==> src/rtl/mem_arbiter_if.sv <==
// Bus bundle between the two cache requesters, the arbiter and the shared RAM port.
interface mem_arbiter_if #(
  parameter int ADDR_W = 32,
  parameter int DATA_W = 32
);
  logic              iREN;
  logic [ADDR_W-1:0] iaddr;
  logic              dREN;
  logic              dWEN;
  logic [ADDR_W-1:0] daddr;
  logic [DATA_W-1:0] dstore;
  logic              ihit;
  logic [DATA_W-1:0] iload;
  logic              dhit;
  logic [DATA_W-1:0] dload;
  logic              err;
  logic              ramREN;
  logic              ramWEN;
  logic [ADDR_W-1:0] ramaddr;
  logic [DATA_W-1:0] ramstore;
  logic [DATA_W-1:0] ramload;
  logic              ram_ready;

  modport slave (
    input  iREN, iaddr, dREN, dWEN, daddr, dstore, ramload, ram_ready,
    output ihit, iload, dhit, dload, err, ramREN, ramWEN, ramaddr, ramstore
  );
  modport master (
    output iREN, iaddr, dREN, dWEN, daddr, dstore, ramload, ram_ready,
    input  ihit, iload, dhit, dload, err, ramREN, ramWEN, ramaddr, ramstore
  );
endinterface

==> src/rtl/mem_arbiter.sv <==
// Single-port RAM arbiter: data-first priority with instruction starvation guard
// and a grant watchdog that aborts unacknowledged accesses.
module mem_arbiter #(
  parameter int ADDR_W     = 32,
  parameter int DATA_W     = 32,
  parameter int STARVE_MAX = 4,
  parameter int TIMEOUT    = 64
) (
  input  logic CLK,
  input  logic nRST,
  mem_arbiter_if.slave bus
);
  typedef enum logic [1:0] {IDLE, IGRANT, DGRANT, RESP} state_t;

  localparam int SW = $clog2(STARVE_MAX + 1);
  localparam int WW = $clog2(TIMEOUT + 1);
  localparam logic [SW-1:0] SMAX    = SW'(STARVE_MAX);
  localparam logic [WW-1:0] WD_LAST = WW'(TIMEOUT - 1);
  localparam logic [DATA_W-1:0] ABORT_WORD = DATA_W'(32'hBAD1BAD1);

  state_t            r_state, w_next;
  logic [SW-1:0]     r_starve;
  logic [WW-1:0]     r_wd;
  logic [ADDR_W-1:0] r_addr;
  logic [DATA_W-1:0] r_store;
  logic [DATA_W-1:0] r_iload, r_dload;
  logic              r_wr, r_dside, r_abort;
  logic              w_dreq, w_starve_sat, w_force_i, w_grant, w_wd_exp;

  always_ff @(posedge CLK or negedge nRST) begin
    if (!nRST) r_state <= IDLE;
    else       r_state <= w_next;
  end

  always_comb begin
    w_next       = r_state;
    w_dreq       = bus.dREN | bus.dWEN;
    w_starve_sat = (r_starve == SMAX);
    w_force_i    = bus.iREN && w_starve_sat;
    w_grant      = (r_state == IGRANT) || (r_state == DGRANT);
    w_wd_exp     = (r_wd == WD_LAST);
    case (r_state)
      IDLE: begin
        if (w_dreq && !w_force_i) w_next = DGRANT;
        else if (bus.iREN)        w_next = IGRANT;
      end
      IGRANT, DGRANT: if (bus.ram_ready || w_wd_exp) w_next = RESP;
      RESP:           w_next = IDLE;
      default:        w_next = IDLE;
    endcase
  end

  always_ff @(posedge CLK or negedge nRST) begin
    if (!nRST) begin
      r_starve <= '0;
      r_wd     <= '0;
      r_addr   <= '0;
      r_store  <= '0;
      r_iload  <= '0;
      r_dload  <= '0;
      r_wr     <= 1'b0;
      r_dside  <= 1'b0;
      r_abort  <= 1'b0;
    end else begin
      case (r_state)
        IDLE: begin
          r_wd    <= '0;
          r_abort <= 1'b0;
          if (w_next == DGRANT) begin
            r_addr  <= bus.daddr;
            r_store <= bus.dstore;
            r_wr    <= bus.dWEN;
            r_dside <= 1'b1;
            if (!bus.iREN)         r_starve <= '0;
            else if (!w_starve_sat) r_starve <= r_starve + 1'b1;
          end else if (w_next == IGRANT) begin
            r_addr   <= bus.iaddr;
            r_wr     <= 1'b0;
            r_dside  <= 1'b0;
            r_starve <= '0;
          end
        end
        IGRANT, DGRANT: begin
          if (bus.ram_ready) begin
            if (r_dside) r_dload <= bus.ramload;
            else         r_iload <= bus.ramload;
          end else if (w_wd_exp) begin
            r_abort <= 1'b1;
            if (r_dside) r_dload <= ABORT_WORD;
            else         r_iload <= ABORT_WORD;
          end else begin
            r_wd <= r_wd + 1'b1;
          end
        end
        default: r_wd <= '0;
      endcase
    end
  end

  // Enables and hit pulses decode straight from state so reset drops them at once.
  assign bus.ramREN   = (r_state == IGRANT) || ((r_state == DGRANT) && !r_wr);
  assign bus.ramWEN   = (r_state == DGRANT) && r_wr;
  assign bus.ramaddr  = r_addr;
  assign bus.ramstore = r_store;
  assign bus.ihit     = (r_state == RESP) && !r_dside;
  assign bus.dhit     = (r_state == RESP) && r_dside;
  assign bus.err      = (r_state == RESP) && r_abort;
  assign bus.iload    = r_iload;
  assign bus.dload    = r_dload;

  logic w_unused;
  assign w_unused = w_grant;
endmodule

==> src/flat_wrapper.sv <==
// flat-port wrapper written by rule: the top's interface ports become plain ports
module mem_arbiter_flat 
#(
  parameter int ADDR_W     = 32,
  parameter int DATA_W     = 32,
  parameter int STARVE_MAX = 4,
  parameter int TIMEOUT    = 64
)
  (CLK, nRST, bus_iREN, bus_iaddr, bus_dREN, bus_dWEN, bus_daddr, bus_dstore, bus_ramload, bus_ram_ready, bus_ihit, bus_iload, bus_dhit, bus_dload, bus_err, bus_ramREN, bus_ramWEN, bus_ramaddr, bus_ramstore);
  mem_arbiter_if #(.ADDR_W(ADDR_W), .DATA_W(DATA_W)) bus_i ();
  input  logic CLK;
  input  logic nRST;
  input wire logic [$bits(bus_i.iREN)-1:0] bus_iREN;
  input wire logic [$bits(bus_i.iaddr)-1:0] bus_iaddr;
  input wire logic [$bits(bus_i.dREN)-1:0] bus_dREN;
  input wire logic [$bits(bus_i.dWEN)-1:0] bus_dWEN;
  input wire logic [$bits(bus_i.daddr)-1:0] bus_daddr;
  input wire logic [$bits(bus_i.dstore)-1:0] bus_dstore;
  input wire logic [$bits(bus_i.ramload)-1:0] bus_ramload;
  input wire logic [$bits(bus_i.ram_ready)-1:0] bus_ram_ready;
  output wire logic [$bits(bus_i.ihit)-1:0] bus_ihit;
  output wire logic [$bits(bus_i.iload)-1:0] bus_iload;
  output wire logic [$bits(bus_i.dhit)-1:0] bus_dhit;
  output wire logic [$bits(bus_i.dload)-1:0] bus_dload;
  output wire logic [$bits(bus_i.err)-1:0] bus_err;
  output wire logic [$bits(bus_i.ramREN)-1:0] bus_ramREN;
  output wire logic [$bits(bus_i.ramWEN)-1:0] bus_ramWEN;
  output wire logic [$bits(bus_i.ramaddr)-1:0] bus_ramaddr;
  output wire logic [$bits(bus_i.ramstore)-1:0] bus_ramstore;
  assign bus_i.iREN = bus_iREN;
  assign bus_i.iaddr = bus_iaddr;
  assign bus_i.dREN = bus_dREN;
  assign bus_i.dWEN = bus_dWEN;
  assign bus_i.daddr = bus_daddr;
  assign bus_i.dstore = bus_dstore;
  assign bus_i.ramload = bus_ramload;
  assign bus_i.ram_ready = bus_ram_ready;
  assign bus_ihit = bus_i.ihit;
  assign bus_iload = bus_i.iload;
  assign bus_dhit = bus_i.dhit;
  assign bus_dload = bus_i.dload;
  assign bus_err = bus_i.err;
  assign bus_ramREN = bus_i.ramREN;
  assign bus_ramWEN = bus_i.ramWEN;
  assign bus_ramaddr = bus_i.ramaddr;
  assign bus_ramstore = bus_i.ramstore;
  mem_arbiter #(.ADDR_W(ADDR_W), .DATA_W(DATA_W), .STARVE_MAX(STARVE_MAX), .TIMEOUT(TIMEOUT)) u_core (.CLK(CLK), .nRST(nRST), .bus(bus_i));
endmodule
==> config.mk <==
export PLATFORM = sky130hd
export DESIGN_NAME = mem_arbiter_flat
export DESIGN_NICKNAME = d
export VERILOG_FILES = /design/src/rtl/mem_arbiter_if.sv /design/src/rtl/mem_arbiter.sv /design/src/flat_wrapper.sv
export SDC_FILE = /design/constraint.sdc
export NUM_CORES = 1
export LEC_CHECK = 0
export CAP_MARGIN = 5
export CORE_MARGIN = 5
export CORE_UTILIZATION = 55
export CTS_BUF_LIST = sky130_fd_sc_hd__clkbuf_16
export CTS_CLUSTER_SIZE = 40
export DETAILED_ROUTE_END_ITERATION = 8
export DONT_BUFFER_PORTS = 1
export HOLD_SLACK_MARGIN = 0.1
export PLACE_DENSITY = 0.7
export SYNTH_ARGS = -nofsm -noshare
export SYNTH_HDL_FRONTEND = slang
export SYNTH_SLANG_ARGS = --single-unit
==> constraint.sdc <==
create_clock -name CLK -period 3.35 [get_ports CLK]
set_input_delay 0.67 -clock CLK [delete_from_list [all_inputs] [get_ports CLK]]
set_output_delay 0.67 -clock CLK [all_outputs]
set_load 0.03 [all_outputs]
==> metrics.yaml <==
status:
  status: "finished with violations"
  violations: "negative hold slack"
global_routing:
  antenna_found_initial: 0
  grt_pass1_vias: 4601
  grt_pass1_wl_mm: 25.47
  grt_overflow_total: 0
  grt_usage: 0.2269
  grt_max_degree: 144
floorplan:
  die_area_sq_um: 13880
  core_sq_um: 11420
  rows: 39
  ios: 267
  initial_core_util: 0.5598
  die_h_microns: 117.8
  fp.dieW_microns: 117.8
clock_tree:
  path_clk_slew_ns: 0.06
  clk_latency_ns: 0.41
  cts_resized: 0
  cts_tree: "built"
  clkSinkCount: 143
  h-tree-depth: 4
  numCtsBuffers: 17
  cts_root_buf: "clkbuf_16"
  clockBufferDepth: 2
  postCtsSetupBuffers: 0
yosys:
  syn-instance-count: 592
  async_reset_ff_frac: 1.000
  syn_avg_cell_area_sq_um: 10.80
  yosysSeqAreaShare: 0.5598
  synth_edf_count: 0
  synthTopCellsByArea: "dfrtp_1 56%, o21ai_0 10%, a21oi_1 6.6%, mux2i_1 5.5%, mux2_2 4.9%"
  syn_nets: 734
  yosysWarnings: 0
  synth_flop_cell: "dfrtp_1"
  synth.distinct_cells: 52
  netlist_area_sq_um: 6392
  synth_top_area_cell: "dfrtp_1"
  synth_top_cell_area_share: 0.5598
  synth-seq-cells: 143
sta:
  post-route-min-period_ns: 3.013
  min_period_over_period: 0.8995
  fin_hold_ws_ns: -0.05317
  slew_violations: 0
  hold_violations: 114
  slew_headroom: 0.4438
  timing.fmax_mhz: 331.8
  skew_ns: 0.006004
  setup_viol: 0
  tightest_slew_ns: 0.8338
  fin_tns_setup_ns: 0
  rsz0062_at_grt: "no"
final_layout:
  final_util: 0.6115
  diodes: 0
  layout.nets: 715
  fin_cells: 729
  final_layout_size_suffix_gt1_frac: 0.1433
  area_growth_pct: 9.239
  fin_area_sq_um: 6983
  nFillCells: 954
setup_path:
  cp_top_family: "simple AND/OR/NAND/NOR gates"
  path_class: "flip-flop to flip-flop"
  start_kind: "flip-flop"
  cp_cell_sequence: "inv_1 > ha_1 > and4_1 > or2_1 > a221oi_1 > ha_2 > nand2b_2 > buf_4 > nor2_1 > o22a_1"
  crit_buf_inv: 2
  worst-path-max-fanout: 55
  worstPathRequired_ns: 3.65
  critPathArrivalTime_ns: 3.32
  endpoint_kind: "flip-flop"
  critPathMaxStageDelay_ns: 0.46
  crit_slowest_cell: "buf_4"
pwr:
  p_per_area_nw_per_um2: 1336
  power.total_uw: 9332
  p_leak_uw: 0.002978
  ir_worst_vdd_uv: 724.6
route:
  viasPerCell: 6.163
  drt-initial-drc-count: 318
  wl_per_cell_microns: 21.38
  vias: 4493
  drcViolationCount: 0
  drt-pass1-iter-count: 4
  final_antenna_net_count: 0
  drt-total-wl_mm: 15.58
place:
  place_inst: 697
  placed_area_sq_um: 6420
  globalplace.congestion: 0.7765
  hpwl_mm: 10.85
  io_buffer_count: 0
job:
  maxCapViolations: 0
worst_hold_path:
  holdCritPathClass: "primary input to async pin"
[final timing paths]
kind | from | to | slack [ns] | depth (start not counted)
worst max-delay path | u_core.r_state[0]$_DFF_PN0_ | u_core.r_starve[2]$_DFFE_PN0P_ | 0.34 | 10
worst min-delay path | nRST | u_core.bus.dload[29]$_DFFE_PN0P_ | -0.05 | 0
worst max register to register | u_core.r_state[0]$_DFF_PN0_ | u_core.r_starve[2]$_DFFE_PN0P_ | 0.34 | 10
worst min register to register | u_core.r_abort$_DFFE_PN0P_ | u_core.r_abort$_DFFE_PN0P_ | 0.51 | 2
max in group asynchronous | nRST | u_core.bus.iload[18]$_DFFE_PN0P_ | 3.14 | 0
min in group CLK | bus_dstore[17] | u_core.bus.ramstore[17]$_DFFE_PN0P_ | 0.39 | 1
[per-stage QoR]
stage          hold slack [ns]  setup slack (ns)
6_report              -0.05317            0.3366
5_1_grt               -0.07329           0.05526
3_5_place_dp            0.3781            0.3361
3_3_place_gp            0.3780            0.5230
2_1_floorplan           0.3744            0.7100
4_1_cts               -0.06883            0.3249
[state kept, by name, summed over array words and instances, names as in the netlist]
register / count
u_core.bus.ramstore: 32
u_core.r_starve: 3
u_core.r_state: 2
u_core.bus.iload: 32
u_core.r_wd: 7
u_core.r_wr: 1
u_core.r_dside: 1
u_core.bus.ramaddr: 32
u_core.bus.dload: 32
u_core.r_abort: 1
[cell usage in the layout, fill, tap and decap left out, types with 6 or more instances in the layout]
master,synthesis,layout
inv_1,8,9
nand2_1,42,42
nand2b_1,7,6
ha_1,8,7
o21ai_0,130,130
a21oi_1,84,84
o21ai_2,10,10
mux2i_1,35,35
dfrtp_1,143,143
mux2_2,28,28
mux2_1,6,6
clkbuf_16,0,17
[where the power goes]
| group | switching (uW) | leakage (uW) | internal, uW |
|---|---|---|---|
| Sequential | 2140 | 0.00172 | 2530 |
| Clock | 749 | 0.000264 | 1030 |
| Combinational | 1660 | 0.000996 | 1230 |
[cells in the mapped netlist, types with 2 or more instances]
cell type and number:
nor2b_1 3, and2_1 3, a31oi_1 3, o21ai_0 130, nand2b_1 7, dfrtp_1 143, inv_1 8, mux2_1 6
ha_1 8, a21oi_1 84, clkbuf_2 2, nand2_1 42, buf_2 19, clkbuf_1 18, nor2_1 3, buf_4 3
o21ai_1 5, mux2_2 28, mux2i_1 35, o21ai_2 10
[logic make-up after synthesis]
| group | synth area share |
|---|---|
| compound gates | 0.2098 |
| buf+inv | 0.04012 |
| flops | 0.5598 |
| mux | 0.1147 |
| simple gates | 0.05990 |
| fa+ha+maj | 0.01566 |
[metal layers]
layer  vias to the layer above  wire length (microns)  track usage
li1                       2082                      -            -
met1                      2184                   5762       0.2623
met2                       194                   7988       0.3738
met5                         -                      0            0
met3                        33                   1399      0.08794
met4                         0                    434       0.1011
[cell type report]
type,count,area [sq um],share of cell area
Sequential cell,143,3578,0.5125
Multi-Input combinational cell,397,2575,0.3688
Clock buffer,17,425.4,0.06092
Tap cell,143,178.9,0.02562
Clock inverter,15,137.6,0.01971
Timing Repair Buffer,6,57.56,0.008242
Inverter,8,30.03,0.004300
(Power assumes the default switching activity.)
